===== config.mk =====
export PLATFORM = sky130hd
export DESIGN_NAME = prim_ram_rd_stream_flat
export DESIGN_NICKNAME = d
export VERILOG_FILES = /design/src/rtl/prim_ram_rd_stream_if.sv /design/src/rtl/prim_ram_rd_stream.sv /design/src/flat_wrapper.sv
export SDC_FILE = /design/constraint.sdc
export NUM_CORES = 1
export LEC_CHECK = 0
export CAP_MARGIN = 20
export CELL_PAD_IN_SITES_DETAIL_PLACEMENT = 1
export CELL_PAD_IN_SITES_GLOBAL_PLACEMENT = 1
export CORE_UTILIZATION = 38
export DETAILED_ROUTE_END_ITERATION = 7
export PLACE_DENSITY = 0.9
export SYNTH_ARGS = -nofsm -noshare
export SYNTH_HDL_FRONTEND = slang
export SYNTH_SLANG_ARGS = --single-unit

===== constraint.sdc =====
create_clock -name clk_i -period 3 [get_ports clk_i]
set_clock_uncertainty 0.2 [all_clocks]
set_input_delay 0.45 -clock clk_i [delete_from_list [all_inputs] [get_ports clk_i]]
set_output_delay 0.45 -clock clk_i [all_outputs]
set_load 0.05 [all_outputs]

===== src/rtl/prim_ram_rd_stream_if.sv =====
// prim_ram_rd_stream_if: burst command, RAM read port and output stream bundle
interface prim_ram_rd_stream_if #(
    parameter int Width = 32,
    parameter int Aw    = 7
);
    logic             start_i;
    logic [Aw-1:0]    base_i;
    logic [Aw:0]      len_i;
    logic             busy_o;
    logic             done_o;
    logic             ram_req_o;
    logic             ram_write_o;
    logic [Aw-1:0]    ram_addr_o;
    logic [Width-1:0] ram_wdata_o;
    logic [Width-1:0] ram_rdata_i;
    logic             rd_valid_o;
    logic             rd_ready_i;
    logic [Width-1:0] rd_data_o;
    logic             rd_last_o;

    modport master (
        input  start_i, base_i, len_i, ram_rdata_i, rd_ready_i,
        output busy_o, done_o, ram_req_o, ram_write_o, ram_addr_o, ram_wdata_o,
               rd_valid_o, rd_data_o, rd_last_o
    );

    modport slave (
        output start_i, base_i, len_i, ram_rdata_i, rd_ready_i,
        input  busy_o, done_o, ram_req_o, ram_write_o, ram_addr_o, ram_wdata_o,
               rd_valid_o, rd_data_o, rd_last_o
    );
endinterface


===== src/rtl/prim_ram_rd_stream.sv =====
// prim_ram_rd_stream: burst reader from a 1-cycle-latency RAM port into a valid/ready stream
module prim_ram_rd_stream #(
    parameter int Width = 32,
    parameter int Depth = 128
) (
    input  logic                 clk_i,
    input  logic                 rst_i,
    prim_ram_rd_stream_if.master bus
);
    localparam int Aw = $clog2(Depth);

    typedef enum logic [1:0] {IDLE, RUN, DRAIN} state_e;

    state_e           state, state_n;
    logic [Aw-1:0]    addr;
    logic [Aw:0]      issue_cnt, pop_cnt;
    logic             inflight;
    logic [Width-1:0] mem [2];
    logic             wr_ptr, rd_ptr;
    logic [1:0]       count;
    logic             issue, pop, push, done;
    logic [2:0]       occ;

    assign push = inflight;
    assign pop  = (count != 2'd0) & bus.rd_ready_i;
    // Words held plus the one in flight; a same-cycle pop frees a credit.
    assign occ  = {1'b0, count} + {2'b0, inflight};

    always_comb begin
        state_n = state;
        issue   = 1'b0;
        done    = 1'b0;
        case (state)
            IDLE: if (bus.start_i) state_n = (bus.len_i != '0) ? RUN : DRAIN;
            RUN: begin
                issue = (occ < 3'd2) || (occ == 3'd2 && pop);
                if (issue && issue_cnt == (Aw+1)'(1)) state_n = DRAIN;
            end
            DRAIN: begin
                done = (count == 2'd0) && !inflight && (pop_cnt == '0);
                if (done) state_n = IDLE;
            end
            default: state_n = IDLE;
        endcase
    end

    always_ff @(posedge clk_i) begin
        if (rst_i) begin
            state     <= IDLE;
            addr      <= '0;
            issue_cnt <= '0;
            pop_cnt   <= '0;
            inflight  <= 1'b0;
            wr_ptr    <= 1'b0;
            rd_ptr    <= 1'b0;
            count     <= 2'd0;
            mem[0]    <= '0;
            mem[1]    <= '0;
        end else begin
            state    <= state_n;
            inflight <= issue;
            if (state == IDLE && bus.start_i) begin
                addr      <= bus.base_i;
                issue_cnt <= bus.len_i;
                pop_cnt   <= bus.len_i;
            end
            if (issue) begin
                addr      <= (addr == Aw'(Depth - 1)) ? '0 : addr + Aw'(1);
                issue_cnt <= issue_cnt - (Aw+1)'(1);
            end
            if (push) begin
                mem[wr_ptr] <= bus.ram_rdata_i;
                wr_ptr      <= ~wr_ptr;
            end
            if (pop) begin
                rd_ptr  <= ~rd_ptr;
                pop_cnt <= pop_cnt - (Aw+1)'(1);
            end
            count <= count + {1'b0, push} - {1'b0, pop};
        end
    end

    assign bus.busy_o      = state != IDLE;
    assign bus.done_o      = done;
    assign bus.ram_req_o   = issue;
    assign bus.ram_write_o = 1'b0;
    assign bus.ram_addr_o  = addr;
    assign bus.ram_wdata_o = '0;
    assign bus.rd_valid_o  = count != 2'd0;
    assign bus.rd_data_o   = mem[rd_ptr];
    assign bus.rd_last_o   = bus.rd_valid_o && (pop_cnt == (Aw+1)'(1));
endmodule


===== src/flat_wrapper.sv =====
// flat-port wrapper written by rule: the top's interface ports become plain ports
module prim_ram_rd_stream_flat 
#(
    parameter int Width = 32,
    parameter int Depth = 128
)
  (clk_i, rst_i, bus_start_i, bus_base_i, bus_len_i, bus_ram_rdata_i, bus_rd_ready_i, bus_busy_o, bus_done_o, bus_ram_req_o, bus_ram_write_o, bus_ram_addr_o, bus_ram_wdata_o, bus_rd_valid_o, bus_rd_data_o, bus_rd_last_o);
  prim_ram_rd_stream_if #(.Width(Width), .Aw((7))) bus_i ();
  input  logic clk_i;
  input  logic rst_i;
  input wire logic [$bits(bus_i.start_i)-1:0] bus_start_i;
  input wire logic [$bits(bus_i.base_i)-1:0] bus_base_i;
  input wire logic [$bits(bus_i.len_i)-1:0] bus_len_i;
  input wire logic [$bits(bus_i.ram_rdata_i)-1:0] bus_ram_rdata_i;
  input wire logic [$bits(bus_i.rd_ready_i)-1:0] bus_rd_ready_i;
  output wire logic [$bits(bus_i.busy_o)-1:0] bus_busy_o;
  output wire logic [$bits(bus_i.done_o)-1:0] bus_done_o;
  output wire logic [$bits(bus_i.ram_req_o)-1:0] bus_ram_req_o;
  output wire logic [$bits(bus_i.ram_write_o)-1:0] bus_ram_write_o;
  output wire logic [$bits(bus_i.ram_addr_o)-1:0] bus_ram_addr_o;
  output wire logic [$bits(bus_i.ram_wdata_o)-1:0] bus_ram_wdata_o;
  output wire logic [$bits(bus_i.rd_valid_o)-1:0] bus_rd_valid_o;
  output wire logic [$bits(bus_i.rd_data_o)-1:0] bus_rd_data_o;
  output wire logic [$bits(bus_i.rd_last_o)-1:0] bus_rd_last_o;
  assign bus_i.start_i = bus_start_i;
  assign bus_i.base_i = bus_base_i;
  assign bus_i.len_i = bus_len_i;
  assign bus_i.ram_rdata_i = bus_ram_rdata_i;
  assign bus_i.rd_ready_i = bus_rd_ready_i;
  assign bus_busy_o = bus_i.busy_o;
  assign bus_done_o = bus_i.done_o;
  assign bus_ram_req_o = bus_i.ram_req_o;
  assign bus_ram_write_o = bus_i.ram_write_o;
  assign bus_ram_addr_o = bus_i.ram_addr_o;
  assign bus_ram_wdata_o = bus_i.ram_wdata_o;
  assign bus_rd_valid_o = bus_i.rd_valid_o;
  assign bus_rd_data_o = bus_i.rd_data_o;
  assign bus_rd_last_o = bus_i.rd_last_o;
  prim_ram_rd_stream #(.Width(Width), .Depth(Depth)) u_core (.clk_i(clk_i), .rst_i(rst_i), .bus(bus_i));
endmodule

==> Yosys cells after proc, flatten, opt, wreduce, memory -nomap -nowiden <==
Memories as Yosys holds them, arrays and structs flattened. A register that Yosys moved wholly into a read port is not among the register bits.
Cells that the tools add are included.
{ "op_classes": {"addsub": 6, "bitwise": 3, "n_reduce_logical": 18, "order_cmp": 1, "n_mux": 23, "eq_ne": 9} }
{ "ops": {"columns": ["op", "n"], "rows": [
  ["$mux 32", 1],
  ["$reduce_or 32->1", 1],
  ["$mux 8", 3],
  ["$mux 7", 3],
  ["$eq 8x1->1 const B", 2],
  ["$sub 8x1->8 const B", 2],
  ["$mux 1", 11],
  ["$logic_not 8->1", 1],
  ["$mux 2", 4],
  ["$reduce_bool 2->1", 4],
  ["$reduce_bool 8->1", 1],
  ["$add 7x1->7 const B", 1],
  ["$eq 7x7->1 const B", 1],
  ["$logic_and 1x1->1", 6],
  ["$pmux 2 s3", 1],
  ["$logic_not 2->1", 2],
  ["$ne 2x1->1 const B", 2],
  ["$add 2x1->3", 1],
  ["$eq 3x2->1 const B", 1],
  ["$lt 3x2->1 const B", 1],
  ["$reduce_and 3->1", 1],
  ["$add 2x1->2", 1],
  ["$eq 2x1->1 const B", 1],
  ["$eq 2x2->1 const B", 1],
  ["6 further kinds", 7]
]} }
{ "totals": {"memories": 1, "output_inout_bits": 77, "ram_bits": 64, "register_bits": 30, "word_cells": 69, "inputBits": 51} }
{ "mem_list": {"columns": ["memory", "depth", "width", "rd", "rd_ports_with_merged_regs", "write_ports", "line_no", "rtl"], "rows": [
  ["u_core.mem", 2, 32, 1, 1, 2, "prim_ram_rd_stream.sv:18", "logic [Width-1:0] mem [2];"]
]} }

==> Depth between registers and ports, before layout <==
{ "logic_depth": {"ltp_word": 7, "depth_mapped": 9, "mapped_depth_nobuf": 8} }

==> Worst setup path after synthesis <==
No wires, ideal clock.
{ "synth_timing": {"kind": "reg-to-output", "start": "register u_core.pop_cnt[2]", "end": "output bus_done_o", "arrival_time_ps": 2564, "path_slack_ps": -214, "path_stages_with_launch": 4, "path_buffers": 0, "required_time_ps": 2350, "cell_sequence": "dfxtp_1 or4_4 or4_4 nor3b_1"} }
{ "synth_via": {"elab_chain_len": 3} }
{ "synth_rtl": {"columns": ["element", "line_no", "rtl"], "rows": [
  ["from (decl)", "prim_ram_rd_stream.sv:16", "logic [Aw:0] issue_cnt, pop_cnt;"],
  ["from (signal assigned)", "prim_ram_rd_stream.sv:65", "pop_cnt <= bus.len_i;"],
  ["from (signal assigned)", "prim_ram_rd_stream.sv:77", "pop_cnt <= pop_cnt - (Aw+1)'(1);"],
  ["$logic_not 8->1", "prim_ram_rd_stream.sv:40", "done = (count == 2'd0) && !inflight && (pop_cnt == '0);"],
  ["$logic_and 1x1->1", "prim_ram_rd_stream.sv:40", null],
  ["$mux 1", "prim_ram_rd_stream.sv:33", "case (state)"],
  ["to (decl)", "flat_wrapper.sv:17", "output wire logic [$bits(bus_i.done_o)-1:0] bus_done_o;"]
]} }
No other way between the ends.

==> Final worst setup path <==
{ "layout_timing": {"start": "register u_core.pop_cnt[1]", "end": "output bus_done_o"} }
The elaborated chain is that of the path after synthesis.

==> flow_metrics.env <==
export IMPL_finalWorstPathRequiredPeriod_ps=2890
export IMPL_via_count=3571
export IMPL_synth_simple_area_share_pct=17.9
export IMPL_synth_edf_count=64
export IMPL_die_height_um=115
export IMPL_cp_max_fo=4
export IMPL_worstPathRequired_ps=2350
export IMPL_initial_utilization_pct=39.8
export IMPL_drv_cap=0
export IMPL_setup_tns_final_ps=0
export IMPL_diodes=0
export IMPL_core_area_um2=12200
export IMPL_hp_class="register to register"
export IMPL_port_buffer_count=94
export IMPL_cts_resized=0
export IMPL_worstSetupPathType="register to primary output"
export IMPL_synthFlopType="edfxtp_1"
export IMPL_p_int_mw=3.22
export IMPL_first_iter_violations=139
export IMPL_synth_xor_area_share_pct=0.902
export IMPL_yosysWarnings=0
export IMPL_setup_viol=0
export IMPL_p_leak_nw=2.53
export IMPL_cts_buffers=9
export IMPL_worst_slack_ps=107
export IMPL_slowest_stage="or4_4"
export IMPL_synth_top_family_by_area="simple AND/OR/NAND/NOR gates"
export IMPL_die_w_um=115
export IMPL_slew_viol_final=0
export IMPL_drtPass1Iterations=4
export IMPL_post_route_period_util_pct=96.4
export IMPL_clk_path_buf_depth=2
export IMPL_postCtsSetupBuffers=0
export IMPL_dp_hpwl_um=8800
export IMPL_area_growth_pct=34.7
export IMPL_pin_count=128
export IMPL_p_sw_mw=1.94
export IMPL_pwr_share_seq_pct=33.3
export IMPL_dieArea_um2=13200
export IMPL_ys_seq_area_share_pct=52.3
export IMPL_worstMarginPinSlew_ps=640
export IMPL_placementRows=40
export IMPL_synth_area_per_cell_um2=11.3
export IMPL_cp_slowest_stage_delay_ps=460
export IMPL_grt_pass1_wl_um=18800
export IMPL_grt_max_degree=33
export IMPL_slew_headroom_pct=57.1
export IMPL_power_density_nw_per_um2=788
export IMPL_post_place_ws_ps=427
export IMPL_crit_path_end_kind="primary output"
export IMPL_async_flop_share_pct=0
export IMPL_ant_nets=0
export IMPL_drt_wl_total_um=12100
export IMPL_hold_buffers=0
export IMPL_synth_compound_area_share_pct=8.96
export IMPL_ys_seq_elements=95
export IMPL_peakVddDrop_uv=318
export IMPL_crit_chain="inv_1 > ha_1 > or4b_1 > or4_4 > nor3b_4 > buf_12"
export IMPL_synthMuxAreaShare_pct=8.99
export IMPL_synthAdderAreaFrac_pct=2.83
export IMPL_clock_sinks=95
export IMPL_crit_family="simple AND/OR/NAND/NOR gates"
export IMPL_grt_pass1_vias=3683
export IMPL_grt_overflow=0
export IMPL_drive_gt1_share_pct=21.1
export IMPL_nets=584
export IMPL_cp_arrival_ps=2240
export IMPL_cts_tree="done"
export IMPL_cp_buffers_inverters=2
export IMPL_yosysUniqueCellTypes=56
export IMPL_clkTransAtPathRegs_ps=70
export IMPL_fmax_mhz=346
export IMPL_grt_usage_pct=18.8
export IMPL_outcome="completed"
export IMPL_drt_wirelength_per_cell_um=17.5
export IMPL_antenna_found_initial=0
export IMPL_hold_viol=0
export IMPL_root_buffer="clkbuf_16"
export IMPL_h_tree_depth=3
export IMPL_comb_power_share_pct=44.8
export IMPL_gp_congestion=0.852
export IMPL_via_per_inst=5.14
export IMPL_start_kind="register"
export IMPL_syn_inst=429
export IMPL_p_sw_share_pct=37.6
export IMPL_clkPwrFrac_pct=21.9
export IMPL_syn_area_um2=4860
export IMPL_clock_latency_ps=340
export IMPL_drcViolationCount=0
worst min-delay path, cell delays in order (launching register included):
cell	delay, ps
dfxtp_1	330
nand2_1	60
a31oi_1	80
Yosys cell counts, types with 2 or more instances:
library cell   n  share of area (%)
o311ai_0       5               0.90
nor2_1        15                1.2
ha_1          11                2.8
o21a_1         2               0.31
buf_4         33                5.1
buf_2          4               0.41
nor3_1         6               0.62
o211ai_1       5               0.77
a21oi_1       13                1.3
nand2_1       17                1.3
nor3b_1        2               0.31
and3_1         3               0.39
o22ai_1        2               0.26
clkbuf_2       2               0.21
nor4_1         5               0.64
a31oi_1        8                1.0
or4_4          2               0.46
xnor2_1        4               0.72
or3_1          5               0.64
or2_2          3               0.39
nand3_1        9               0.93
inv_1         13                1.0
and2_1        64                8.2
mux2_2        37                8.6
a21o_1         3               0.46
nor2b_1        3               0.39
edfxtp_1      64                 40
a211oi_1       5               0.77
a32oi_1        3               0.54
nand4b_1       2               0.36
o21ai_0        5               0.52
or4_1          2               0.31
dfxtp_1       31                 13
a221oi_1       2               0.36
clkbuf_1      12               0.93
buf_1          3               0.23
mux2i_1        2               0.41
nand2b_1       4               0.52
power by group through the flow:
stage | clock [mW] | combinational [mW] | sequential (mW)
floorplan | 0 | 1.40 | 1.75
global placement | 0 | 2.26 | 1.72
detailed placement | 0 | 2.31 | 1.74
CTS | 1.16 | 2.32 | 1.72
global route | 1.21 | 2.43 | 1.74
finish | 1.13 | 2.31 | 1.72
per-stage QoR:
step | instances | total power [mW] | hold slack, ps | utilization [%] | area [µm²]
final | 695 | 5.16 | 309 | 53.6 | 6540
after global routing | 695 | 5.38 | 335 | 53.6 | 6540
after global placement | 679 | 3.98 | 272 | 51.1 | 6250
after detailed placement | 679 | 4.06 | 304 | 51.1 | 6250
after CTS | 695 | 5.20 | 312 | 53.5 | 6540
after floorplan | 461 | 3.15 | 257 | - | 4990
per-layer routing:
layer	vias up	part of all wire, %	track usage [%]	wire (µm)
met4	0	1.3	6.41	158
met2	108	53	35.0	6430
met1	1783	41	21.4	4980
met3	16	4.7	3.95	572
met5	-	0	0	0
li1	1664	-	-	-
flip-flops by register name, indices dropped and copies added, names as in the netlist, named ones only:
signal / flops
u_core.pop_cnt: 8
u_core.count: 2
u_core.issue_cnt: 8
u_core.wr_ptr: 1
u_core.rd_ptr: 1
u_core.mem: 64
u_core.inflight: 1
u_core.bus.ram_addr_o: 7
u_core.state: 2
worst paths after layout:
check | from | end | slack, ps | depth (start not counted)
setup reg to reg | u_core.count[0] | u_core.bus.ram_addr_o[2] | 560 | 9
hold / removal | u_core.pop_cnt[1] | u_core.pop_cnt[1] | 310 | 2
hold reg to reg | u_core.pop_cnt[1] | u_core.pop_cnt[1] | 310 | 2
setup / recovery | u_core.pop_cnt[1] | bus_done_o | 110 | 6
layout by cell type (no fill, tap or decap), types with 3 or more instances in the layout:
| cell | n |
|---|---|
| xnor2_1 | 4 |
| nand2_1 | 17 |
| dfxtp_1 | 31 |
| nor2b_1 | 3 |
| inv_1 | 13 |
| a32oi_1 | 3 |
| nor2_1 | 15 |
| o211ai_1 | 5 |
| and3_1 | 3 |
| clkbuf_16 | 9 |
| o311ai_0 | 5 |
| ha_1 | 11 |
| a211oi_1 | 5 |
| nand2b_1 | 4 |
| edfxtp_1 | 64 |
| o21ai_0 | 5 |
| buf_12 | 35 |
| a21oi_1 | 13 |
| a31oi_1 | 8 |
| conb_1 | 33 |
| or3_1 | 5 |
| nand3_1 | 9 |
| or2_2 | 3 |
| buf_4 | 10 |
| a21o_1 | 3 |
| clkdlybuf4s50_1 | 59 |
| nor3_1 | 4 |
| mux2_2 | 37 |
| nor4_1 | 4 |
| and2_1 | 64 |
logic make-up (layout without fill, tap and decap cells):
group / Yosys count / count (layout)
AO/OA/AOI/OAI: 61 / 61
XOR/XNOR: 5 / 5
adder cells (fa/ha/maj): 11 / 11
buffers and inverters: 68 / 134
flip-flops: 95 / 95
multiplexers: 39 / 39
other: 1 / 33
AND/OR/NAND/NOR: 149 / 149
cell type report:
class,count,area [µm²]
multi-input cells,298,2080
inverters,14,52.6
flip-flops and latches,95,2540
clock buffers,11,233
well taps,168,210
clock inverters,5,57.6
fillers,1292,5670
repair buffers,104,1370
(Power assumes the default switching activity.)
